[config.mk]
export PLATFORM = sky130hd
export DESIGN_NAME = edge_event_counter
export DESIGN_NICKNAME = d
export VERILOG_FILES = /design/src/rtl/edge_cnt_pkg.sv /design/src/rtl/edge_cnt_channel.sv /design/src/rtl/edge_event_counter.sv
export SDC_FILE = /design/constraint.sdc
export NUM_CORES = 1
export LEC_CHECK = 0
export CAP_MARGIN = 15
export CORE_UTILIZATION = 47
export DETAILED_ROUTE_END_ITERATION = 10
export PLACE_DENSITY = 0.79
export SYNTH_ARGS = -nofsm -noshare
export SYNTH_HDL_FRONTEND = slang
export SYNTH_HIERARCHICAL = 1
export SYNTH_SLANG_ARGS = --single-unit
export TNS_END_PERCENT = 5
[constraint.sdc]
create_clock -name clk -period 1.54 [get_ports clk]
set_input_delay 0.462 -clock clk [delete_from_list [all_inputs] [get_ports clk]]
set_output_delay 0.462 -clock clk [all_outputs]
set_load 0.01 [all_outputs]
[src/rtl/edge_cnt_pkg.sv]
// Shared definitions for the multi-channel edge-event counter:
// edge-select encodings and the packed-slice indexing helper.
package edge_cnt_pkg;

   localparam logic [1:0] EDGE_OFF  = 2'b00;
   localparam logic [1:0] EDGE_RISE = 2'b01;
   localparam logic [1:0] EDGE_FALL = 2'b10;
   localparam logic [1:0] EDGE_BOTH = 2'b11;

   // Bit positions within a channel's 2-bit mode field.
   localparam int MODE_RISE_BIT = 0;
   localparam int MODE_FALL_BIT = 1;

   // Base bit index of channel idx within a packed WIDTH*CHANNELS bus.
   function automatic int slice_base(input int width, input int idx);
      return width * idx;
   endfunction

endpackage

[src/rtl/edge_cnt_channel.sv]
// One counter channel: optional input synchroniser, history register,
// edge qualification, wrap/saturate counter and sticky overflow.
module edge_cnt_channel
   import edge_cnt_pkg::*;
#(
   parameter int WIDTH       = 4,
   parameter int SYNC_STAGES = 0,
   parameter int SATURATE    = 0
) (
   input  logic             clk,
   input  logic             kill,
   input  logic             enb,
   input  logic [1:0]       mode,
   input  logic             clr,
   output logic [WIDTH-1:0] cnt,
   output logic             ovf
);

   logic             cur;
   logic             prev;
   logic             rise;
   logic             fall;
   logic             qualify;
   logic [WIDTH-1:0] cnt_q;
   logic [WIDTH-1:0] cnt_nxt;
   logic             ovf_q;
   logic             ovf_nxt;

   generate
      if (SYNC_STAGES == 0) begin : g_direct
         assign cur = enb;
      end else begin : g_sync
         logic [SYNC_STAGES-1:0] sync;

         always_ff @(posedge clk) begin
            if (kill) begin
               sync <= '0;
            end else begin
               for (int s = SYNC_STAGES - 1; s > 0; s--) begin
                  sync[s] <= sync[s-1];
               end
               sync[0] <= enb;
            end
         end

         assign cur = sync[SYNC_STAGES-1];
      end
   endgenerate

   // History tracks the input unconditionally so a mode change on a static
   // level can never manufacture an edge.
   always_ff @(posedge clk) begin
      if (kill) begin
         prev <= 1'b0;
      end else begin
         prev <= cur;
      end
   end

   assign rise    = cur & ~prev;
   assign fall    = ~cur & prev;
   assign qualify = (mode[MODE_RISE_BIT] & rise) | (mode[MODE_FALL_BIT] & fall);

   always_comb begin
      cnt_nxt = cnt_q;
      ovf_nxt = ovf_q;
      if (clr) begin
         cnt_nxt = '0;
         ovf_nxt = 1'b0;
      end else if (qualify) begin
         if (&cnt_q) begin
            ovf_nxt = 1'b1;
            cnt_nxt = (SATURATE != 0) ? cnt_q : '0;
         end else begin
            cnt_nxt = cnt_q + WIDTH'(1'b1);
         end
      end
   end

   always_ff @(posedge clk) begin
      if (kill) begin
         cnt_q <= '0;
         ovf_q <= 1'b0;
      end else begin
         cnt_q <= cnt_nxt;
         ovf_q <= ovf_nxt;
      end
   end

   assign cnt = cnt_q;
   assign ovf = ovf_q;

endmodule

[src/rtl/edge_event_counter.sv]
// Multi-channel edge-event counter: CHANNELS independent counters plus a
// shared snapshot bank loaded coherently from the live counts.
module edge_event_counter
   import edge_cnt_pkg::*;
#(
   parameter int WIDTH       = 4,
   parameter int CHANNELS    = 4,
   parameter int SYNC_STAGES = 0,
   parameter int SATURATE    = 0
) (
   input  logic                      clk,
   input  logic                      kill,
   input  logic [CHANNELS-1:0]       enb,
   input  logic [2*CHANNELS-1:0]     mode,
   input  logic [CHANNELS-1:0]       clr,
   input  logic                      snap,
   output logic [WIDTH*CHANNELS-1:0] cnt,
   output logic [WIDTH*CHANNELS-1:0] snap_cnt,
   output logic [CHANNELS-1:0]       ovf
);

   logic [WIDTH*CHANNELS-1:0] snap_q;

   generate
      for (genvar i = 0; i < CHANNELS; i++) begin : g_ch
         localparam int BASE = slice_base(WIDTH, i);

         edge_cnt_channel #(
            .WIDTH      (WIDTH),
            .SYNC_STAGES(SYNC_STAGES),
            .SATURATE   (SATURATE)
         ) u_channel (
            .clk (clk),
            .kill(kill),
            .enb (enb[i]),
            .mode(mode[2*i +: 2]),
            .clr (clr[i]),
            .cnt (cnt[BASE +: WIDTH]),
            .ovf (ovf[i])
         );
      end
   endgenerate

   // Loads from the registered counts, so a same-cycle edge or clear is not
   // reflected in the snapshot.
   always_ff @(posedge clk) begin
      if (kill) begin
         snap_q <= '0;
      end else if (snap) begin
         snap_q <= cnt;
      end
   end

   assign snap_cnt = snap_q;

endmodule

# --- Word level (Yosys, flattened, before mapping) ---
# Index checks and enable logic that the tools add are counted.
word_totals:
  inputBits: 19
  elab_cells: 61
  register_bits: 40
  output_inout_bits: 36
classes:
  bitwise: 28
  reduce_logical: 12
  n_mux: 4
  n_addsub: 4
ops:
  columns: ["cell", "count"]
  rows:
  - ["AND reduction 5 bit", 4]
  - ["adder 4 x 1 -> 4 bit (second input constant)", 4]
  - ["bitwise AND 1 bit", 16]
  - ["two-way mux 4 bit", 4]
  - ["AND reduction 4 bit", 4]
  - ["inverter 1 bit", 8]
  - ["OR reduction 2 bit", 4]
  - ["bitwise OR 1 bit", 4]

# --- Depth between registers and ports, before layout ---
# Gate-level depths: netlist (run 1).
depth:
  depth_word: 5
  depth_mapped: 4
  ltp_nobuf: 4

# --- By module ---
# The synthesis (run 1) kept the hierarchy.
by_module_without_submodules:
  columns: ["mod", "area_each_um2", "cells_each", "instances", "seq_area_each_um2"]
  rows:
  - ["edge_cnt_channel", 340.3, 33, 4, 120.1]
  - ["edge_event_counter", 580.6, 52, 1, 320.3]

# --- Worst setup path before layout (run 1) ---
# No wires, ideal clock.
synth_timing:
  kind: "register to register"
  startpoint: "register g_ch[0].u_channel.cnt_q[0]"
  endpoint: "register g_ch[0].u_channel.cnt_q[3]"
  t_arrival_ns: 1.089
  setup_slack_ns: 0.335
  period_less_slack_ns: 1.205
  setup_time_ns: 0.116
  path_buffers: 0
  path_stages_with_launch: 5
  t_required_ns: 1.424
  cell_sequence: "dfxtp_1 -> ha_1 -> nand2_1 -> a22o_1 -> a31o_1"
synth_between:
  elab_chain_len: 2
  elab_cells_between_ends: 3
  classes_between: "add/sub: 1; mux: 1; reduce/logical: 1"
synth_rtl:
  columns: ["element", "line_no", "text"]
  rows:
  - ["start, declared", "edge_cnt_channel.sv:24", "logic [WIDTH-1:0] cnt_q;"]
  - ["start signal, assigned", "edge_cnt_channel.sv:85", "cnt_q <= cnt_nxt;"]
  - ["adder 4 x 1 -> 4 bit / AND reduction 4 bit (equally long branches)", "edge_cnt_channel.sv:75, edge_cnt_channel.sv:71", null]
  - ["two-way mux 4 bit (*)", "edge_cnt_channel.sv:71", "if (&cnt_q) begin"]
# Mark *: on every way between the ends. The rest lies on a longest branch, timed or not.
# A chain may end at the register's enable or synchronous reset.

# --- Worst setup path after layout (run 1) ---
layout_timing:
  startpoint: "input enb[0]"
  endpoint: "register g_ch[0].u_channel.cnt_q[1]"
layout_between:
  elab_chain_len: 4
  elab_cells_between_ends: 6
  classes_between: "bitwise: 6"
layout_rtl:
  columns: ["element", "line_no", "text"]
  rows:
  - ["start, declared", "edge_event_counter.sv:13", "input logic [CHANNELS-1:0] enb,"]
  - ["inverter 1 bit", "edge_cnt_channel.sv:61", "assign fall = ~cur & prev;"]
  - ["bitwise AND 1 bit", "edge_cnt_channel.sv:61", null]
  - ["bitwise AND 1 bit", "edge_cnt_channel.sv:62", "assign qualify = (mode[MODE_RISE_BIT] & rise) | (mode[MODE_FALL_BIT] & fall);"]
  - ["bitwise OR 1 bit (*)", "edge_cnt_channel.sv:62", null]
# Marked as above.

==> results of run 1 <==
layout by cell type (no fill, tap or decap):
cell / netlist / final
dlymetal6s2s_1: 0 / 1
mux2i_1: 20 / 20
dfxtp_1: 40 / 39
nand3b_4: 8 / 8
o21a_1: 4 / 4
buf_4: 0 / 40
or2_1: 4 / 4
nand3_1: 16 / 16
dfxtp_2: 0 / 1
a2111oi_4: 4 / 4
bufinv_16: 0 / 1
nor2b_1: 4 / 4
a31o_1: 4 / 4
a21oi_1: 12 / 12
o21ai_0: 12 / 11
dlygate4sd2_1: 0 / 36
nor2_1: 20 / 20
a31oi_1: 4 / 4
clkbuf_8: 0 / 7
o21ai_1: 0 / 1
or3_1: 4 / 4
clkdlybuf4s50_1: 0 / 17
nand2_1: 8 / 8
a22o_1: 4 / 4
ha_1: 4 / 4
and3b_2: 4 / 4
and3b_1: 4 / 4
power by group:
part	total [mW]	switching [mW]	internal, mW
Sequential	1.06	0.0119	1.05
Clock	0.939	0.367	0.572
Combinational	0.247	0.108	0.139
Total	2.24	0.486	1.76
worst max-delay path, cell delays in order:
cell and delay, ns:
clkdlybuf4s50_1 0.59, and3b_2 0.24, buf_4 0.13, o21ai_0 0.17
a21oi_1 0.10
metrics by stage:
stage                     power [mW]  cells  setup WS (ns)
after floorplan                 1.19    184          0.335
after global placement          1.33    322         -0.213
after detailed placement        1.33    322         -0.252
after CTS                       2.26    330         0.0279
after global routing            2.34    330        0.00420
final                           2.24    330         0.0251
metal layers:
layer / track usage (%) / vias up / wire length (µm)
met3: 5.00 / 5 / 208
met4: 8.78 / 0 / 61
met1: 29.2 / 817 / 2050
met2: 38.3 / 42 / 2120
li1: - / 877 / -
met5: 0 / - / 0
cell type report:
| cell class | count | area share (%) |
|---|---|---|
| Sequential cell | 40 | 27.8 |
| Tap cell | 48 | 2.08 |
| Timing Repair Buffer | 94 | 27.6 |
| Clock buffer | 7 | 3.34 |
| Multi-Input combinational cell | 140 | 38.1 |
| Clock inverter | 1 | 1.04 |
sequential cells by signal (all words and copies together) (netlist names):
name                 flops
g_ch.u_channel/cnt      16
g_ch.u_channel/ovf       4
g_ch.u_channel/prev      4
snap_cnt                16
repair_timing:
action,in CTS,in global routing
setup buffers,0,0
endpoints found under the setup margin,36,2
gates resized for setup,37,2
cloned,0,0
worst paths after layout:
| path | from | endpoint | cells after the start |
|---|---|---|---|
| worst max-delay path | enb[0] | g_ch[0].u_channel/cnt[1]$_SDFFE_PP0P_ | 5 |
| worst min-delay path | g_ch[1].u_channel/ovf$_SDFFE_PP0P_ | g_ch[1].u_channel/ovf$_SDFFE_PP0P_ | 1 |
| worst max register to register | g_ch[3].u_channel/cnt[0]$_SDFFE_PP0P_ | g_ch[3].u_channel/cnt[3]$_SDFFE_PP0P_ | 5 |
| worst min register to register | g_ch[1].u_channel/ovf$_SDFFE_PP0P_ | g_ch[1].u_channel/ovf$_SDFFE_PP0P_ | 1 |
synth_stat cells, types with 4 or more instances:
library cell  count
a22o_1            4
o21a_1            4
a31o_1            4
nand3_1          16
mux2i_1          20
nand3b_4          8
nand2_1           8
a31oi_1           4
or2_1             4
dfxtp_1          40
nor2b_1           4
ha_1              4
and3b_2           4
nor2_1           20
o21ai_0          12
and3b_1           4
or3_1             4
a2111oi_4         4
a21oi_1          12
kinds of logic (layout without fill, tap and decap cells):
| logic type | after synthesis | count (layout) | share of synthesized area, % |
|---|---|---|---|
| and+or+nand+nor | 72 | 72 | 25.5 |
| AOI/OAI and AO/OA | 44 | 44 | 18.3 |
| DFF | 40 | 40 | 41.2 |
| muxes | 20 | 20 | 10.3 |
| adders and majority gates | 4 | 4 | 2.58 |
| buffers and inverters | 4 | 102 | 2.06 |
==> qor.csv, run 1 <==
stage;metric;value;unit
layout;drive_above_1_share;23.0;%
grt;grt_max_degree;13;
detailed_routing;drcViolationCount;0;
detailed_routing;vias_per_cell;5.28;
layout;fin_util;76.0;%
layout;area_growth;48.7;%
detailed_routing;wl_per_cell;13.4;µm
pwr;p_per_area;777;mW/mm²
floorplanning;die_area;0.00439;mm²
detailed_routing;firstDrtPassIters;4;
outcome;status;complete, no violations;
floorplanning;num_rows;22;
synthesis;yosys-top-cells-area;dfxtp_1 (41%), mux2i_1 (10%), nand3b_4 (8.2%);
clock_tree;clk_pin_slew;0.08;ns
grt;antenna_found_initial;0;
worst_setup_path;end_kind;flop;
clock_tree;htreeDepth;2;
layout;regArea;802;µm²
clock_tree;cts-root-buf;clkbuf_8;
synthesis;synth_ff_type;dfxtp_1;
worst_setup_path;cp-start-kind;input port;
clock_tree;numClockSinks;40;
sta;period_needed;1.51;ns
synthesis;ys_ff_latch;40;
sta;finalCritPeriodShare;98.4;%
pwr;ir_worst_vdd;694;µV
clock_tree;numCtsBuffers;5;
placed_design;hpwl;3320;µm
placed_design;place_area;0.00280;mm²
worst_setup_path;r2r_slack;0.23;ns
sta;relSlewSlack;82.8;%
floorplanning;io_pins;55;
sta;rsz0062_at_grt;false;
pwr;leakage;1.44;nW
synthesis;synth_edf_count;0;
clock_tree;clock_latency;0.29;ns
detailed_routing;drt_iter0_drc;102;
layout;finalNetCount;304;
detailed_routing;ant_nets;0;
flow_run;max-cap-violations;0;
synthesis;syn_area;0.00194;mm²
synthesis;synth_top_area_cell;dfxtp_1;
layout;multi_input_area;0.00110;mm²
sta;tightest_slew;0.258;ns
placed_design;port_buffers;54;
synthesis;synth-warning-count;6;
floorplanning;core;0.00380;mm²
clock_tree;cts_tree;yes;
grt;overflow;0;
sta;finalSetupViolations;0;
clock_tree;clock_tree.buffer_depth;2;
worst_hold_path;hold_path_class;reg2reg;
grt;grt_pass1_vias;1651;
worst_setup_path;critPathKind;in2reg;
worst_setup_path;cp.required;1.72;ns
synthesis;ys_types;23;
detailed_routing;vias;1741;
synthesis;synth.top_cell.area_share;41.2;%
detailed_routing;routed_wirelength;4440;µm
grt;grt_pass1_wl;7690;µm
sta;slew_violations;0;
layout;diodes;0;
placed_design;gp_congestion;0.828;
floorplanning;die_w;66.3;µm
worst_setup_path;worst-path-max-fanout;5;
synthesis;syn_area_per_cell;10.6;µm²
sta;hold_viol;0;
synthesis;ys_seq_area_share;41.2;%
layout;fillers;295;
worst_setup_path;arrival;1.69;ns
synthesis;postSynthCellCount;184;
grt;track_usage;23.2;%
synthesis;postSynthNetCount;207;
layout;finish.instance_area;0.00289;mm²
floorplanning;start_util;51.1;%
sta;finClkSkew;0.00502;ns
sta;setup_tns;0;ns
floorplanning;die_h;66.3;µm
sta;clock.fmax;0.660;GHz
sta;hold_ws;0.462;ns
synthesis;async_reset_ff_share;0;%
clock_tree;cts.hold.buffers_added;0;
No activity file was read; power rests on OpenSTA's default activity.
==> run 2, diff against run 1 <==
CORE_UTILIZATION = 46   (was 47)
HOLD_SLACK_MARGIN = 0.06   (was not set)
SYNTH_HIERARCHICAL = not set   (was 1)
==> run 2 against run 1 <==
Effect of this change:
- non-clock buffer count decreased by 13
- worst setup slack improved by 0.032 ns
- wire length is 9.2% lower
- sequential share of layout area is 2.6 points higher
- cell area is 8.7% lower
==> qor.csv, run 2 <==
stage;metric;value;unit
sta;finalSetupViolations;0;
grt;grt_pass1_wl;7110;µm
floorplanning;start_util;48.6;%
grt;antenna_found_initial;0;
clock_tree;clock_tree.buffer_depth;2;
worst_setup_path;cp_num_cells;4;
worst_setup_path;cp-start-kind;input port;
worst_setup_path;arrival;1.70;ns
synthesis;synth-warning-count;0;
synthesis;ys_ff_latch;40;
worst_setup_path;max_stage_delay;0.51;ns
layout;layout_common_cells;dfxtp_1 (40), dlygate4sd2_1 (36), buf_4 (25);
synthesis;synth_edf_count;0;
layout;area_growth;46.0;%
pwr;ir_worst_vdd;539;µV
synthesis;syn_area;0.00181;mm²
grt;grt_pass1_vias;1581;
floorplanning;num_rows;22;
layout;drive_above_1_share;18.7;%
floorplanning;die_w;64.7;µm
worst_setup_path;cp_num_buf_inv;1;
synthesis;postSynthNetCount;211;
placed_design;port_buffers;54;
layout;fin_util;71.0;%
sta;period_needed;1.48;ns
clock_tree;numCtsBuffers;5;
layout;diodes;0;
worst_setup_path;slowest_stage;clkdlybuf4s50_1;
detailed_routing;ant_nets;0;
synthesis;syn_area_per_cell;9.61;µm²
sta;setup_tns;0;ns
grt;grt_max_degree;18;
synthesis;synth.most_common_cell;dfxtp_1;
grt;overflow;0;
grt;track_usage;22.3;%
layout;multi_input_area;935;µm²
layout;regArea;801;µm²
worst_hold_path;holdPathStages;2;
clock_tree;numClockSinks;40;
clock_tree;cts.hold.buffers_added;0;
clock_tree;clk_pin_slew;0.08;ns
placed_design;place_area;0.00257;mm²
synthesis;ys_seq_area_share;44.3;%
worst_setup_path;worst-path-max-fanout;5;
synthesis;postSynthCellCount;188;
clock_tree;cts_tree;yes;
synthesis;synth.top_cell.area_share;44.3;%
synthesis;ys_types;27;
placed_design;hpwl;2870;µm
synthesis;synth_top_family_by_area;simple AND/OR/NAND/NOR gates;
layout;layout.cells.non_filler;316;
sta;clock.fmax;0.675;GHz
clock_tree;htreeDepth;2;
flow_run;max-cap-violations;0;
detailed_routing;routed_wirelength;4030;µm
worst_setup_path;r2r_start;g_ch[3].u_channel.cnt[0]$_SDFFE_PP0P_;
synthesis;yosys-top-cells-area;dfxtp_1 (44%), mux2i_1 (11%), nor2_1 (4.2%);
worst_setup_path;crit_chain;clkdlybuf4s50_1 -> and3b_1 -> o21ai_0 -> mux2i_1;
detailed_routing;drcViolationCount;0;
worst_hold_path;hp-start;g_ch[0].u_channel.ovf$_SDFFE_PP0P_;
sta;finClkSkew;0.00524;ns
clock_tree;clock_latency;0.29;ns
layout;finalNetCount;290;
synthesis;synth_top_area_cell;dfxtp_1;
sta;tightest_slew;0.283;ns
worst_setup_path;cp-startpoint;enb[3];
clock_tree;cts-root-buf;clkbuf_8;
sta;hold_viol;0;
worst_setup_path;cp.required;1.76;ns
floorplanning;io_pins;55;
detailed_routing;drt_iter0_drc;75;
pwr;power;2.10;mW
synthesis;synthMuxAreaShare;11.1;%
outcome;status;complete, no violations;
detailed_routing;vias_per_cell;5.26;
floorplanning;core;0.00372;mm²
synthesis;synth_ff_type;dfxtp_1;
worst_setup_path;critPathKind;in2reg;
synthesis;synthSimpleGateAreaFrac;20.8;%
detailed_routing;firstDrtPassIters;4;
detailed_routing;wl_per_cell;12.8;µm
sta;slew_violations;0;
sta;finalCritPeriodShare;96.3;%
pwr;p_per_area;795;mW/mm²
synthesis;synth.top_cells.by_count;dfxtp_1 (40), mux2i_1 (20), nor2_1 (20);
layout;finish.instance_area;0.00264;mm²
sta;relSlewSlack;80.9;%
synthesis;async_reset_ff_share;0;%
sta;rsz0062_at_grt;false;
synthesis;synth_compound_area_share;17.0;%
synthesis;yosys.area_share.adder;2.77;%
layout;fillers;321;
floorplanning;die_area;0.00418;mm²
worst_setup_path;path_delay_family;buffers and inverters;
pwr;leakage;1.26;nW
worst_setup_path;end_kind;flop;
layout;final_common_cell;dfxtp_1;
worst_setup_path;ff2ff_path_depth;5;
placed_design;dp_cells;308;
synthesis;yosys.area_share.xor_xnor;0;%
detailed_routing;vias;1663;
floorplanning;die_h;64.7;µm
placed_design;gp_congestion;0.880;
worst_hold_path;hold_path_class;reg2reg;
==> run 2: cell types whose count changed after synthesis, moves of 4 or more <==
cell,before,now
buf_4,0,6
nand3b_4,8,0
or2_2,0,4
nand3b_1,0,8
nand3_1,16,9
a31o_1,4,0
o21a_1,4,0
a2111oi_4,4,0
or2_1,4,0
==> run 2: cells by family after synthesis <==
kind of cell / count (synthesis)
compound gates: 44
fa+ha+maj: 4
buf+inv: 12
flops: 40
mux: 20
simple gates: 68
==> run 2: worst paths after layout <==
| path | end | slack (ns) |
|---|---|---|
| hold / removal | g_ch[0].u_channel.ovf$_SDFFE_PP0P_ | 0.46 |
| setup / recovery | g_ch[3].u_channel.cnt[2]$_SDFFE_PP0P_ | 0.06 |
| hold reg to reg | g_ch[0].u_channel.ovf$_SDFFE_PP0P_ | 0.46 |
| setup reg to reg | g_ch[3].u_channel.cnt[3]$_SDFFE_PP0P_ | 0.32 |
==> run 2: metal layers <==
metal | part of all wire (%) | vias up | GRT usage [%] | wire length (µm)
li1 | - | 842 | - | -
met1 | 46 | 764 | 26.5 | 1870
met2 | 47 | 51 | 37.9 | 1910
met3 | 4.9 | 6 | 5.46 | 197
met4 | 1.4 | 0 | 9.17 | 57
met5 | 0 | - | 0 | 0
==> run 2: metrics by stage <==
step | setup WS [ns] | hold WS [ns]
3_3_place_gp | -0.162 | 0.441
2_1_floorplan | 0.392 | 0.426
3_5_place_dp | -0.215 | 0.445
5_1_grt | 0.0191 | 0.490
4_1_cts | 0.0369 | 0.457
6_report | 0.0575 | 0.456
==> run 2: timing repair <==
item,CTS,global route
buffers inserted,0,0
setup endpoints to repair,36,0
hold endpoints to repair,0,0
gates resized for setup,36,0
==> run 2: where the power goes <==
part / leakage (nW) / internal [mW] / total [mW] / switching [mW]
registers: 0.324 / 1.05 / 1.05 / 0.00697
logic: 0.879 / 0.115 / 0.204 / 0.0886
clock network: 0.0552 / 0.481 / 0.840 / 0.360
total: 1.26 / 1.64 / 2.10 / 0.455
==> run 2: worst min-delay path, stage by stage, from the launching register on <==
cell and delay [ns]:
dfxtp_1 0.31, nand2_1 0.05, o31ai_1 0.05
==> run 2: final cells by class <==
class	count	area share, %
clock buffer	6	2.75
clock inverter	2	1.33
sequential	40	30.4
multi-input combinational	136	35.4
timing repair buffer	81	27.4
tap	48	2.28
inverter	3	0.427
==> run 3, diff against run 2 <==
CAP_MARGIN = 30   (was 15)
==> results of run 3 <==
Final layout, timing and power as in run 2 (identical DEF).
